<file path="src/rtl/axi4_lite_arbiter_m2s1_if.sv">
// AXI4-Lite channel bundle shared by the masters and the slave of the 2:1 arbiter.
// The master modport drives requests; the slave modport drives accepts and responses.
interface axi4_lite_arbiter_m2s1_if #(
  parameter int ADDR_WIDTH = 32,
  parameter int DATA_WIDTH = 32
);
  logic                      awvalid;
  logic                      awready;
  logic [ADDR_WIDTH-1:0]     awaddr;
  logic                      wvalid;
  logic                      wready;
  logic [DATA_WIDTH-1:0]     wdata;
  logic [DATA_WIDTH/8-1:0]   wstrb;
  logic                      bvalid;
  logic                      bready;
  logic [1:0]                bresp;
  logic                      arvalid;
  logic                      arready;
  logic [ADDR_WIDTH-1:0]     araddr;
  logic                      rvalid;
  logic                      rready;
  logic [DATA_WIDTH-1:0]     rdata;
  logic [1:0]                rresp;

  modport master (
    output awvalid, awaddr, wvalid, wdata, wstrb, bready, arvalid, araddr, rready,
    input  awready, wready, bvalid, bresp, arready, rvalid, rdata, rresp
  );

  modport slave (
    input  awvalid, awaddr, wvalid, wdata, wstrb, bready, arvalid, araddr, rready,
    output awready, wready, bvalid, bresp, arready, rvalid, rdata, rresp
  );
endinterface

</file>
<file path="src/rtl/axi4_lite_arbiter_m2s1.sv">
// Two-master, one-slave AXI4-Lite arbiter: independent round-robin write and read FSMs,
// each holding its grant from address handshake until the response handshake.
module axi4_lite_arbiter_m2s1 #(
  parameter int ADDR_WIDTH = 32,
  parameter int DATA_WIDTH = 32
) (
  input  logic                    iCLK,
  input  logic                    iRST,
  axi4_lite_arbiter_m2s1_if.slave  m0,
  axi4_lite_arbiter_m2s1_if.slave  m1,
  axi4_lite_arbiter_m2s1_if.master s
);
  typedef enum logic [1:0] {W_IDLE, W_XFER, W_RESP} w_state_t;
  typedef enum logic [1:0] {R_IDLE, R_ADDR, R_DATA} r_state_t;

  w_state_t w_state_reg;
  logic     wgnt_reg;
  logic     wlast_reg;
  logic     aw_done_reg;
  logic     w_done_reg;
  r_state_t r_state_reg;
  logic     rgnt_reg;
  logic     rlast_reg;

  logic [ADDR_WIDTH-1:0]   awaddr_sel;
  logic [DATA_WIDTH-1:0]   wdata_sel;
  logic [DATA_WIDTH/8-1:0] wstrb_sel;
  logic [ADDR_WIDTH-1:0]   araddr_sel;
  logic awvalid_sel, wvalid_sel, bready_sel, arvalid_sel, rready_sel;
  logic aw_fwd, w_fwd, b_fwd, ar_fwd, r_fwd;
  logic aw_hs, w_hs, b_hs, ar_hs, r_hs;
  logic wpick, rpick;

  // Payloads follow the grant register in every state; only VALID/READY are gated.
  assign awaddr_sel  = wgnt_reg ? m1.awaddr  : m0.awaddr;
  assign wdata_sel   = wgnt_reg ? m1.wdata   : m0.wdata;
  assign wstrb_sel   = wgnt_reg ? m1.wstrb   : m0.wstrb;
  assign araddr_sel  = rgnt_reg ? m1.araddr  : m0.araddr;
  assign awvalid_sel = wgnt_reg ? m1.awvalid : m0.awvalid;
  assign wvalid_sel  = wgnt_reg ? m1.wvalid  : m0.wvalid;
  assign bready_sel  = wgnt_reg ? m1.bready  : m0.bready;
  assign arvalid_sel = rgnt_reg ? m1.arvalid : m0.arvalid;
  assign rready_sel  = rgnt_reg ? m1.rready  : m0.rready;

  assign aw_fwd = (w_state_reg == W_XFER) && !aw_done_reg;
  assign w_fwd  = (w_state_reg == W_XFER) && !w_done_reg;
  assign b_fwd  = (w_state_reg == W_RESP);
  assign ar_fwd = (r_state_reg == R_ADDR);
  assign r_fwd  = (r_state_reg == R_DATA);

  assign s.awaddr  = awaddr_sel;
  assign s.wdata   = wdata_sel;
  assign s.wstrb   = wstrb_sel;
  assign s.araddr  = araddr_sel;
  assign s.awvalid = aw_fwd && awvalid_sel;
  assign s.wvalid  = w_fwd && wvalid_sel;
  assign s.bready  = b_fwd && bready_sel;
  assign s.arvalid = ar_fwd && arvalid_sel;
  assign s.rready  = r_fwd && rready_sel;

  assign m0.awready = aw_fwd && s.awready && !wgnt_reg;
  assign m1.awready = aw_fwd && s.awready &&  wgnt_reg;
  assign m0.wready  = w_fwd  && s.wready  && !wgnt_reg;
  assign m1.wready  = w_fwd  && s.wready  &&  wgnt_reg;
  assign m0.bvalid  = b_fwd  && s.bvalid  && !wgnt_reg;
  assign m1.bvalid  = b_fwd  && s.bvalid  &&  wgnt_reg;
  assign m0.arready = ar_fwd && s.arready && !rgnt_reg;
  assign m1.arready = ar_fwd && s.arready &&  rgnt_reg;
  assign m0.rvalid  = r_fwd  && s.rvalid  && !rgnt_reg;
  assign m1.rvalid  = r_fwd  && s.rvalid  &&  rgnt_reg;
  assign m0.bresp   = s.bresp;
  assign m1.bresp   = s.bresp;
  assign m0.rdata   = s.rdata;
  assign m1.rdata   = s.rdata;
  assign m0.rresp   = s.rresp;
  assign m1.rresp   = s.rresp;

  assign aw_hs = s.awvalid && s.awready;
  assign w_hs  = s.wvalid  && s.wready;
  assign b_hs  = s.bvalid  && s.bready;
  assign ar_hs = s.arvalid && s.arready;
  assign r_hs  = s.rvalid  && s.rready;

  // On a tie the master that was not served last wins.
  assign wpick = m1.awvalid && (!m0.awvalid || !wlast_reg);
  assign rpick = m1.arvalid && (!m0.arvalid || !rlast_reg);

  always_ff @(posedge iCLK or posedge iRST) begin
    if (iRST) begin
      w_state_reg <= W_IDLE;
      wgnt_reg    <= 1'b0;
      wlast_reg   <= 1'b1;
      aw_done_reg <= 1'b0;
      w_done_reg  <= 1'b0;
    end else begin
      case (w_state_reg)
        W_IDLE: begin
          if (m0.awvalid || m1.awvalid) begin
            wgnt_reg    <= wpick;
            aw_done_reg <= 1'b0;
            w_done_reg  <= 1'b0;
            w_state_reg <= W_XFER;
          end
        end
        W_XFER: begin
          if (aw_hs) aw_done_reg <= 1'b1;
          if (w_hs)  w_done_reg  <= 1'b1;
          if ((aw_done_reg || aw_hs) && (w_done_reg || w_hs)) w_state_reg <= W_RESP;
        end
        W_RESP: begin
          if (b_hs) begin
            wlast_reg   <= wgnt_reg;
            w_state_reg <= W_IDLE;
          end
        end
        default: w_state_reg <= W_IDLE;
      endcase
    end
  end

  always_ff @(posedge iCLK or posedge iRST) begin
    if (iRST) begin
      r_state_reg <= R_IDLE;
      rgnt_reg    <= 1'b0;
      rlast_reg   <= 1'b1;
    end else begin
      case (r_state_reg)
        R_IDLE: begin
          if (m0.arvalid || m1.arvalid) begin
            rgnt_reg    <= rpick;
            r_state_reg <= R_ADDR;
          end
        end
        R_ADDR: begin
          if (ar_hs) r_state_reg <= R_DATA;
        end
        R_DATA: begin
          if (r_hs) begin
            rlast_reg   <= rgnt_reg;
            r_state_reg <= R_IDLE;
          end
        end
        default: r_state_reg <= R_IDLE;
      endcase
    end
  end
endmodule

</file>
<file path="src/flat_wrapper.sv">
// flat-port wrapper written by rule: the top's interface ports become plain ports
module axi4_lite_arbiter_m2s1_flat 
#(
  parameter int ADDR_WIDTH = 32,
  parameter int DATA_WIDTH = 32
)
  (iCLK, iRST, m0_awvalid, m0_awaddr, m0_wvalid, m0_wdata, m0_wstrb, m0_bready, m0_arvalid, m0_araddr, m0_rready, m0_awready, m0_wready, m0_bvalid, m0_bresp, m0_arready, m0_rvalid, m0_rdata, m0_rresp, m1_awvalid, m1_awaddr, m1_wvalid, m1_wdata, m1_wstrb, m1_bready, m1_arvalid, m1_araddr, m1_rready, m1_awready, m1_wready, m1_bvalid, m1_bresp, m1_arready, m1_rvalid, m1_rdata, m1_rresp, s_awvalid, s_awaddr, s_wvalid, s_wdata, s_wstrb, s_bready, s_arvalid, s_araddr, s_rready, s_awready, s_wready, s_bvalid, s_bresp, s_arready, s_rvalid, s_rdata, s_rresp);
  axi4_lite_arbiter_m2s1_if #(.ADDR_WIDTH(ADDR_WIDTH), .DATA_WIDTH(DATA_WIDTH)) m0_i ();
  axi4_lite_arbiter_m2s1_if #(.ADDR_WIDTH(ADDR_WIDTH), .DATA_WIDTH(DATA_WIDTH)) m1_i ();
  axi4_lite_arbiter_m2s1_if #(.ADDR_WIDTH(ADDR_WIDTH), .DATA_WIDTH(DATA_WIDTH)) s_i ();
  input  logic iCLK;
  input  logic iRST;
  input wire logic [$bits(m0_i.awvalid)-1:0] m0_awvalid;
  input wire logic [$bits(m0_i.awaddr)-1:0] m0_awaddr;
  input wire logic [$bits(m0_i.wvalid)-1:0] m0_wvalid;
  input wire logic [$bits(m0_i.wdata)-1:0] m0_wdata;
  input wire logic [$bits(m0_i.wstrb)-1:0] m0_wstrb;
  input wire logic [$bits(m0_i.bready)-1:0] m0_bready;
  input wire logic [$bits(m0_i.arvalid)-1:0] m0_arvalid;
  input wire logic [$bits(m0_i.araddr)-1:0] m0_araddr;
  input wire logic [$bits(m0_i.rready)-1:0] m0_rready;
  output wire logic [$bits(m0_i.awready)-1:0] m0_awready;
  output wire logic [$bits(m0_i.wready)-1:0] m0_wready;
  output wire logic [$bits(m0_i.bvalid)-1:0] m0_bvalid;
  output wire logic [$bits(m0_i.bresp)-1:0] m0_bresp;
  output wire logic [$bits(m0_i.arready)-1:0] m0_arready;
  output wire logic [$bits(m0_i.rvalid)-1:0] m0_rvalid;
  output wire logic [$bits(m0_i.rdata)-1:0] m0_rdata;
  output wire logic [$bits(m0_i.rresp)-1:0] m0_rresp;
  input wire logic [$bits(m1_i.awvalid)-1:0] m1_awvalid;
  input wire logic [$bits(m1_i.awaddr)-1:0] m1_awaddr;
  input wire logic [$bits(m1_i.wvalid)-1:0] m1_wvalid;
  input wire logic [$bits(m1_i.wdata)-1:0] m1_wdata;
  input wire logic [$bits(m1_i.wstrb)-1:0] m1_wstrb;
  input wire logic [$bits(m1_i.bready)-1:0] m1_bready;
  input wire logic [$bits(m1_i.arvalid)-1:0] m1_arvalid;
  input wire logic [$bits(m1_i.araddr)-1:0] m1_araddr;
  input wire logic [$bits(m1_i.rready)-1:0] m1_rready;
  output wire logic [$bits(m1_i.awready)-1:0] m1_awready;
  output wire logic [$bits(m1_i.wready)-1:0] m1_wready;
  output wire logic [$bits(m1_i.bvalid)-1:0] m1_bvalid;
  output wire logic [$bits(m1_i.bresp)-1:0] m1_bresp;
  output wire logic [$bits(m1_i.arready)-1:0] m1_arready;
  output wire logic [$bits(m1_i.rvalid)-1:0] m1_rvalid;
  output wire logic [$bits(m1_i.rdata)-1:0] m1_rdata;
  output wire logic [$bits(m1_i.rresp)-1:0] m1_rresp;
  output wire logic [$bits(s_i.awvalid)-1:0] s_awvalid;
  output wire logic [$bits(s_i.awaddr)-1:0] s_awaddr;
  output wire logic [$bits(s_i.wvalid)-1:0] s_wvalid;
  output wire logic [$bits(s_i.wdata)-1:0] s_wdata;
  output wire logic [$bits(s_i.wstrb)-1:0] s_wstrb;
  output wire logic [$bits(s_i.bready)-1:0] s_bready;
  output wire logic [$bits(s_i.arvalid)-1:0] s_arvalid;
  output wire logic [$bits(s_i.araddr)-1:0] s_araddr;
  output wire logic [$bits(s_i.rready)-1:0] s_rready;
  input wire logic [$bits(s_i.awready)-1:0] s_awready;
  input wire logic [$bits(s_i.wready)-1:0] s_wready;
  input wire logic [$bits(s_i.bvalid)-1:0] s_bvalid;
  input wire logic [$bits(s_i.bresp)-1:0] s_bresp;
  input wire logic [$bits(s_i.arready)-1:0] s_arready;
  input wire logic [$bits(s_i.rvalid)-1:0] s_rvalid;
  input wire logic [$bits(s_i.rdata)-1:0] s_rdata;
  input wire logic [$bits(s_i.rresp)-1:0] s_rresp;
  assign m0_i.awvalid = m0_awvalid;
  assign m0_i.awaddr = m0_awaddr;
  assign m0_i.wvalid = m0_wvalid;
  assign m0_i.wdata = m0_wdata;
  assign m0_i.wstrb = m0_wstrb;
  assign m0_i.bready = m0_bready;
  assign m0_i.arvalid = m0_arvalid;
  assign m0_i.araddr = m0_araddr;
  assign m0_i.rready = m0_rready;
  assign m0_awready = m0_i.awready;
  assign m0_wready = m0_i.wready;
  assign m0_bvalid = m0_i.bvalid;
  assign m0_bresp = m0_i.bresp;
  assign m0_arready = m0_i.arready;
  assign m0_rvalid = m0_i.rvalid;
  assign m0_rdata = m0_i.rdata;
  assign m0_rresp = m0_i.rresp;
  assign m1_i.awvalid = m1_awvalid;
  assign m1_i.awaddr = m1_awaddr;
  assign m1_i.wvalid = m1_wvalid;
  assign m1_i.wdata = m1_wdata;
  assign m1_i.wstrb = m1_wstrb;
  assign m1_i.bready = m1_bready;
  assign m1_i.arvalid = m1_arvalid;
  assign m1_i.araddr = m1_araddr;
  assign m1_i.rready = m1_rready;
  assign m1_awready = m1_i.awready;
  assign m1_wready = m1_i.wready;
  assign m1_bvalid = m1_i.bvalid;
  assign m1_bresp = m1_i.bresp;
  assign m1_arready = m1_i.arready;
  assign m1_rvalid = m1_i.rvalid;
  assign m1_rdata = m1_i.rdata;
  assign m1_rresp = m1_i.rresp;
  assign s_awvalid = s_i.awvalid;
  assign s_awaddr = s_i.awaddr;
  assign s_wvalid = s_i.wvalid;
  assign s_wdata = s_i.wdata;
  assign s_wstrb = s_i.wstrb;
  assign s_bready = s_i.bready;
  assign s_arvalid = s_i.arvalid;
  assign s_araddr = s_i.araddr;
  assign s_rready = s_i.rready;
  assign s_i.awready = s_awready;
  assign s_i.wready = s_wready;
  assign s_i.bvalid = s_bvalid;
  assign s_i.bresp = s_bresp;
  assign s_i.arready = s_arready;
  assign s_i.rvalid = s_rvalid;
  assign s_i.rdata = s_rdata;
  assign s_i.rresp = s_rresp;
  axi4_lite_arbiter_m2s1 #(.ADDR_WIDTH(ADDR_WIDTH), .DATA_WIDTH(DATA_WIDTH)) u_core (.iCLK(iCLK), .iRST(iRST), .m0(m0_i), .m1(m1_i), .s(s_i));
endmodule
</file>
<file path="config.mk">
export PLATFORM = sky130hd
export DESIGN_NAME = axi4_lite_arbiter_m2s1_flat
export DESIGN_NICKNAME = d
export VERILOG_FILES = /design/src/rtl/axi4_lite_arbiter_m2s1_if.sv /design/src/rtl/axi4_lite_arbiter_m2s1.sv /design/src/flat_wrapper.sv
export SDC_FILE = /design/constraint.sdc
export NUM_CORES = 1
export LEC_CHECK = 0
export CORE_AREA = 2 2 171 173
export DETAILED_ROUTE_END_ITERATION = 16
export DIE_AREA = 0 0 173 175
export PLACE_DENSITY = 0.49
export SLEW_MARGIN = 20
export SYNTH_ARGS = -nofsm -noshare
export SYNTH_HDL_FRONTEND = slang
export SYNTH_SLANG_ARGS = --single-unit
</file>
<file path="constraint.sdc">
create_clock -name iCLK -period 1.5 [get_ports iCLK]
set_input_delay 0.15 -clock iCLK [delete_from_list [all_inputs] [get_ports iCLK]]
set_output_delay 0.15 -clock iCLK [all_outputs]
set_load 0.01 [all_outputs]
</file>
==> metrics.txt <==
vias in the first global route=about 3300; share of the synthesized area in the top cell type=0.465; final setup fails=99; worst setup margin=-0.205 ns; routed vias/inst=3.22; DRT met1 WL=~5500 µm; worst-margin pin slew=between 0.4 and 0.5 ns; routed wire length=approximately 13000 µm; fmax=between 500 and 600 MHz; fin crit period=between 1.5 and 2 ns; slew margin rel.=0.710; standard-cell rows=62; met3 WL post-DR=between 1000 and 1500 µm; # IOs=440; GRT Overall Usage=0.0793; Die Area=30300 µm²; internal power=~6100 µW; synthesized area per cell=between 9 and 10 µm²; worst path required time=~1.4 ns; Pleak=roughly 0.0028 µW; syn nets=517; initial antenna violation count=1; Final #Nets=831; IO buf count=around 330; Max Cap Violations=0; largest net degree at the start of global routing=20; DR iter-0 viols=37; total number of yosys warnings=0; violated checks=negative setup slack; DP Wirelength=about 11000 µm; setup TNS=-11.29 ns; Hold Crit Class=in2async; clock-pin slew on the worst setup and hold paths=approximately 0.04 ns; Clock Latency Late Sink=0.24 ns; Num CTS Buffers=3; CP Class=reg2out; Worst R2R Start=u_core.wgnt_reg; Clock Power Share=0.057; ranking of synthesized cells by area=mux2_2 (47%), buf_4 (24%), dfrtp_1 (8.3%), dfstp_2 (2.2%), buf_2 (1.7%); metal2 WL=6480 µm; Slew Limit Fails=0; RSZ-0062 raised after global routing=yes; Critical Path AT=1.56 ns; CTS sink count=10; Netlist Area Pre-Place=around 2400 µm²; Core ar.=around 28000 µm²; Synth area leader=mux2_2; DRC Markers=0; Tot Pwr=about 9000 µW; Clock H-tree levels=1; Final Util=0.239; PD cells=between 1000 and 1500 nW/µm²; Gate power share=0.879; Max Fanout on Critical Path=6; Reg power frac=0.064; cell mode on critical path=buf_8; share of cells above drive strength 1=0.536; CP startpoint=u_core.wgnt_reg; CP startpoint kind=flip-flop; Horiz. Die Dim=between 150 and 200 µm; status=finished, violations left; worst-path cell chain=buf_8 -> buf_12 -> buf_8 -> mux2_4 -> buf_6; Seq/Total Area, Yosys=0.104; Die H=around 180 µm; Post-DP Area=a little under 6000 µm²; Switching Share=0.343; EDFF count, synth=0; Top Metal Used=met4; Worst path slowest cell=dfrtp_4; Area Growth Syn to Fin=180%; Via Count=a little over 3000; first-pass GRT wire length=about 19000 µm; Post-synth ARST share=1.00; Worst Skew=between 0.0005 and 0.0006 ns; worst vdd ir=0.438 mV; Gate Count Post-Synth=about 260; CTS Buffer Depth=2; root buf cell=clkbuf_16; initial cell density of the core=0.0852; DR WL/cell=13.9 µm; Critical Path Max Stage Delay=approximately 0.50 ns; sw power=about 3200 µW; crit path capture type=output pin; Filler cells=3084; #FFs+latches synth=10; drt pass-1 iters=4; CTS tree=built; pre-CTS setup slack=-0.320 ns; gpl congestion=between 0.7 and 0.8; Main synth FF type=dfrtp_1; Distinct cells, synth=28; GRT Residual Overflow=0; final instance area=between 6000 and 7000 µm²; post-route antenna net violation count=0; final hold viol count=0; fin crit share=1.14
## synthesized netlist by cell type (2+ instances only)
cell type and count:
and3_1 3, buf_4 76, a21oi_2 2, and2_1 2
mux2_4 2, inv_1 7, dfrtp_1 8, nand2_1 9
a31oi_1 3, mux2i_1 3, dfstp_2 2, o31ai_1 2
mux2_2 100, nor3b_1 3, buf_6 2, a32o_1 2
o21ai_0 6, buf_2 8, nor2_1 10, nor3_1 6
## placed cells by master (no fill, tap or decap), types with 2 or more instances in the layout
master	instances
clkdlybuf4s15_2	2
a32o_1	2
o31ai_1	2
dfrtp_1	4
nor3_1	3
clkbuf_16	8
buf_4	32
inv_1	6
dfrtp_2	3
o21ai_0	4
o21ai_1	2
buf_12	8
nor2_1	10
buf_16	2
a31oi_1	2
and3_4	2
nor3_2	2
mux2_2	68
buf_8	7
and2_4	2
mux2i_4	2
dfstp_2	2
clkdlybuf4s50_1	216
buf_6	110
nand2_1	9
a21oi_4	2
buf_2	12
mux2_4	34
nor3b_2	2
## path summary, 6_finish.rpt
check	to	slack (ns)	depth (start not counted)
setup / recovery	s_awaddr[12]	-0.21	5
hold / removal	u_core.wgnt_reg	0.30	2
setup reg to reg	u_core.w_state_reg[0]	0.02	5
hold reg to reg	u_core.rlast_reg	0.49	2
max in group asynchronous	u_core.wgnt_reg	0.86	2
min in group iCLK	m0_rdata[24]	0.30	0
## through the flow
step                      instances  hold WS [ns]
after floorplan                 264       -0.0113
after global placement          924         0.300
after detailed placement        924         0.300
after CTS                       956         0.300
after global routing            961         0.300
final                           962         0.300
## power groups by stage
stage,sequential (µW),clock (µW),combinational (µW)
floorplan,474,0,3050
global route,617,563,8560
CTS,585,545,7300
finish,590,527,8100
global placement,664,0,5880
detailed placement,671,0,5860
## cell type report
type / count / area [µm²] / share of cell area
well taps: 384 / 480 / 0.0709
diodes: 1 / 2.50 / 0.000369
clock buffers: 4 / 88.8 / 0.0131
inverters: 7 / 26.3 / 0.00388
repair buffers: 396 / 4180 / 0.617
multi-input cells: 160 / 1740 / 0.257
flip-flops and latches: 10 / 260 / 0.0384
## timing repair
| item | CTS | global route |
|---|---|---|
| pin swaps | 5 | 10 |
| setup endpoints to repair | 117 | 119 |
| cloned | 4 | 6 |
| buffers inserted | 26 | 7 |
| gates resized for setup | 573 | 89 |
| hold buffers | 0 | 0 |
## metal layers
| metal | track usage | vias up |
|---|---|---|
| met1 | 0.100 | 1398 |
| met5 | 0 | - |
| met4 | 0.0212 | 0 |
| met2 | 0.132 | 186 |
| li1 | - | 1492 |
| met3 | 0.0228 | 18 |
## critical path, delay by kind of cell, from the launching register on
family / cells / cell delay [ns]
buffers and inverters: 4 / 0.52
muxes: 1 / 0.29
DFF: 1 / 0.50
## cell families (layout without fill, tap and decap cells)
family | count (synthesis) | in the layout | share of synthesized area
other | 0 | 1 | 0
AO/OA/AOI/OAI | 19 | 19 | 0.0579
buffers and inverters | 94 | 407 | 0.274
multiplexers | 105 | 105 | 0.490
flip-flops | 10 | 10 | 0.104
AND/OR/NAND/NOR | 36 | 36 | 0.0734
(Power assumes the default switching activity.)
